===== config.mk =====
export PLATFORM = sky130hd
export DESIGN_NAME = hsv_core_reg_file
export DESIGN_NICKNAME = d
export VERILOG_FILES = /design/src/rtl/hsv_core_reg_file.sv
export SDC_FILE = /design/constraint.sdc
export NUM_CORES = 2
export LEC_CHECK = 0
export CORE_UTILIZATION = 35
export DETAILED_ROUTE_END_ITERATION = 7
export PLACE_DENSITY = 0.58
export SKIP_LAST_GASP = 1
export SLEW_MARGIN = 20
export SYNTH_ARGS = -nofsm -noshare
export SYNTH_HDL_FRONTEND = slang
export SYNTH_SLANG_ARGS = --single-unit

===== constraint.sdc =====
create_clock -name clk_core -period 51.3 [get_ports clk_core]
set_input_delay 10.26 -clock clk_core [delete_from_list [all_inputs] [get_ports clk_core]]
set_output_delay 10.26 -clock clk_core [all_outputs]
set_load 0.01 [all_outputs]

===== src/rtl/hsv_core_reg_file.sv =====
// hsv core integer register file: x1..x31 flops, x0 reads as zero.
// Ports: clk_core, rst (async high); rs1/rs2 comb reads; one sync write.
// Optional define HSV_CORE_REGFILE_BYPASS_EN forwards wr_data to reads.

package hsv_core_pkg;
    typedef logic [31:0] word;
    typedef logic [4:0]  reg_addr;
endpackage

module hsv_core_reg_file
    import hsv_core_pkg::*;
(
    input  logic    clk_core,
    input  logic    rst,
    input  reg_addr rs1_addr,
    input  reg_addr rs2_addr,
    input  reg_addr wr_addr,
    input  word     wr_data,
    input  logic    wr_en,
    output word     rs1_data,
    output word     rs2_data
);

    word regs [1:31];

    logic wr_hit;
    assign wr_hit = wr_en && (wr_addr != '0);

    always_ff @(posedge clk_core or posedge rst) begin
        if (rst) begin
            for (int i = 1; i < 32; i++) begin
                regs[i] <= '0;
            end
        end else if (wr_hit) begin
            regs[wr_addr] <= wr_data;
        end
    end

    reg_addr rd_addr [2];
    word     rd_data [2];

    assign rd_addr[0] = rs1_addr;
    assign rd_addr[1] = rs2_addr;

    // rst gates the outputs so the bypass path cannot leak during reset.
    always_comb begin
        for (int p = 0; p < 2; p++) begin
            rd_data[p] = '0;
            if (!rst && rd_addr[p] != '0) begin
`ifdef HSV_CORE_REGFILE_BYPASS_EN
                if (wr_hit && wr_addr == rd_addr[p]) begin
                    rd_data[p] = wr_data;
                end else begin
                    rd_data[p] = regs[rd_addr[p]];
                end
`else
                rd_data[p] = regs[rd_addr[p]];
`endif
            end
        end
    end

    assign rs1_data = rd_data[0];
    assign rs2_data = rd_data[1];

endmodule


==> results.json <==
{
  "grt_max_degree": 151,
  "grt_pass1_wl_um": 255000,
  "syn_nets": 3608,
  "cts_tree": "built",
  "ys_seq_area_frac": 0.461,
  "cts.clk_slew.worst_paths_ps": 60,
  "ys_top_cells_by_area": "dfrtp_1 46%, mux2_2 23%, mux4_2 16%, mux2i_1 3.9%, a221o_1 1.2%",
  "holdBufCountCts": 0,
  "grt-ovfl-total": 0,
  "fill_cells": 14300,
  "cts_root_buf": "clkbuf_16",
  "synth_top_family_by_area": "multiplexers",
  "tns_ps": 0,
  "fin_nets": 3538,
  "maxSlewHeadroom": 0.190,
  "period_needed_ps": 25470,
  "cts_made_buffers": 110,
  "largest_register_ff_count": 992,
  "drt_wl_total_um": 173000,
  "reg_top3": "regs x992",
  "worstPathArrival_ps": 15210,
  "avgViaCountPerCell": 6.03,
  "crit_fanout": 62,
  "status": "completed",
  "async_flop_share": 1.00,
  "synth_top_area_frac": 0.461,
  "firstDrtPassIters": 6,
  "wire_per_inst_um": 30.9,
  "synth_area_sq_um": 53900,
  "ir_drop_uv": 28.8,
  "powerDensity_nw_per_um2": 38.8,
  "multiInputGateArea_sq_um": 27200,
  "yosys.area_share.simple": 0.0214,
  "die_w_um": 394,
  "final_cell_mix": "1118 x mux2_2, 992 x dfrtp_1, 394 x mux4_2, 211 x mux2i_1, 110 x clkbuf_16",
  "rsz0062_at_grt": "no",
  "setup_violations": 0,
  "coreArea_sq_um": 152000,
  "die_area_sq_um": 156000,
  "cts_setup_buffers": 0,
  "yosysTopAreaCell": "dfrtp_1",
  "fin_area_sq_um": 60000,
  "regArea_sq_um": 24800,
  "clock_skew_ps": 0,
  "drv_cap": 0,
  "drive_gt1_frac": 0.527,
  "clock_latency_ps": 720,
  "post_cts_resized": 0,
  "chipHeight_um": 394,
  "worstPathRequired_ps": 41040,
  "clock_sinks": 992,
  "clockBufferDepth": 3,
  "grtUsageTotal": 0.223,
  "initial_core_util": 0.353,
  "yosysWarnings": 0,
  "yosys_register_bits": 992,
  "p_leak_nw": 25.4,
  "worst-setup-path-type": "primary input to output port",
  "ys_types": 43,
  "start_kind": "primary input",
  "ant_nets": 0,
  "synth.area.mux_share": 0.438,
  "synthToLayoutAreaGrowth_pct": 11.4,
  "dp_hpwl_um": 96700,
  "worst_pin_slew_ps": 1220,
  "end_kind": "output port",
  "synth_edf_count": 0,
  "fin_crit_sh": 0.496,
  "hp-class": "register to register",
  "htreeDepth": 3,
  "drc": 0,
  "placed_area_sq_um": 56400,
  "grt_pass1_vias": 34800,
  "avgSynthCellArea_sq_um": 15.1,
  "synth_compound_area_frac": 0.0413,
  "final_common_cell": "mux2_2",
  "slew_viol_final": 0,
  "ys.flop_type": "dfrtp_1",
  "rows": 143,
  "hold_slack_ps": 521,
  "num_vias": 33800,
  "timing.final.hold_violations": 0,
  "synth_cells": 3558,
  "io_buffers": 113,
  "pin_count": 114,
  "synthAdderAreaFrac": 0,
  "synth-xor-area-share": 0,
  "drt_iter0_drc": 3025,
  "gp_congestion": 0.783,
  "fmax_mhz": 39.3,
  "antenna_found_initial": 7,
  "largest_register": "regs"
}
-- logic make-up (layout without fill, tap and decap cells) --
logic type,after synthesis,after routing
mux,1723,1723
flops,992,992
buf+inv,390,416
compound gates,242,242
simple gates,211,211
other cells,0,1
-- metal layers --
layer / part of all wire / routed length (um) / vias to the layer above / GRT usage
met5: 0.00024 / 41 / - / 0
met4: 0.024 / 4250 / 8 / 0.0591
met3: 0.065 / 11400 / 260 / 0.0434
met2: 0.47 / 80900 / 1126 / 0.349
met1: 0.44 / 76800 / 18700 / 0.316
li1: - / - / 13700 / -
-- worst paths after layout --
kind	from	endpoint	slack [ps]	depth (start not counted)
worst max-delay path	rs1_addr[1]	rs1_data[30]	25830	10
worst min-delay path	regs[700]$_DFFE_PP0P_	regs[700]$_DFFE_PP0P_	520	1
worst max register to register	regs[256]$_DFFE_PP0P_	regs[256]$_DFFE_PP0P_	50500	1
worst min register to register	regs[700]$_DFFE_PP0P_	regs[700]$_DFFE_PP0P_	520	1
max in group asynchronous	rst	regs[764]$_DFFE_PP0P_	38900	4
min in group asynchronous	rst	regs[79]$_DFFE_PP0P_	10250	2
-- through the flow --
step / total power [mW] / cells / utilization / setup WS, ps
floorplan: 1.40 / 3558 / - / 15800
global placement: 1.52 / 5405 / 0.370 / 25660
detailed placement: 1.54 / 5406 / 0.370 / 25840
CTS: 2.34 / 5614 / 0.394 / 25830
global route: 2.43 / 5614 / 0.394 / 25750
finish: 2.33 / 5615 / 0.394 / 25830
-- worst max-delay path, cell delays in order --
cell             delay [ps]
buf_8                   440
buf_4                   570
buf_4                   690
buf_4                   750
nor2b_2                 160
buf_4                   290
a22oi_1                 200
a21oi_1                 110
a2111oi_2               860
clkdlybuf4s50_1         690
-- layout make-up --
cell class | instances | area share
Inverter | 1 | 0.000188
Multi-Input combinational cell | 2176 | 0.453
Sequential cell | 992 | 0.414
Timing Repair Buffer | 207 | 0.0300
Tap cell | 2030 | 0.0423
Clock inverter | 52 | 0.00815
Antenna cell | 1 | 0.0000417
Clock buffer | 156 | 0.0524
-- cells in the mapped netlist, types with 27 or more instances --
cell type,n
a21oi_1,27
buf_6,32
nand2_1,52
a32oi_1,27
buf_4,43
nand2b_1,66
buf_2,107
nand4_1,35
dfrtp_1,992
a222oi_1,35
a22oi_1,54
a221o_1,62
mux2_2,1118
mux2i_1,211
mux4_2,394
buf_1,49
clkbuf_1,149
-- power breakdown --
group / leakage (nW) / switching (mW) / internal [mW]
Combinational: 10.9 / 0.194 / 0.289
Clock: 1.80 / 0.344 / 0.458
Sequential: 12.7 / 0.109 / 0.936
No activity file was read; power rests on OpenSTA's default activity.
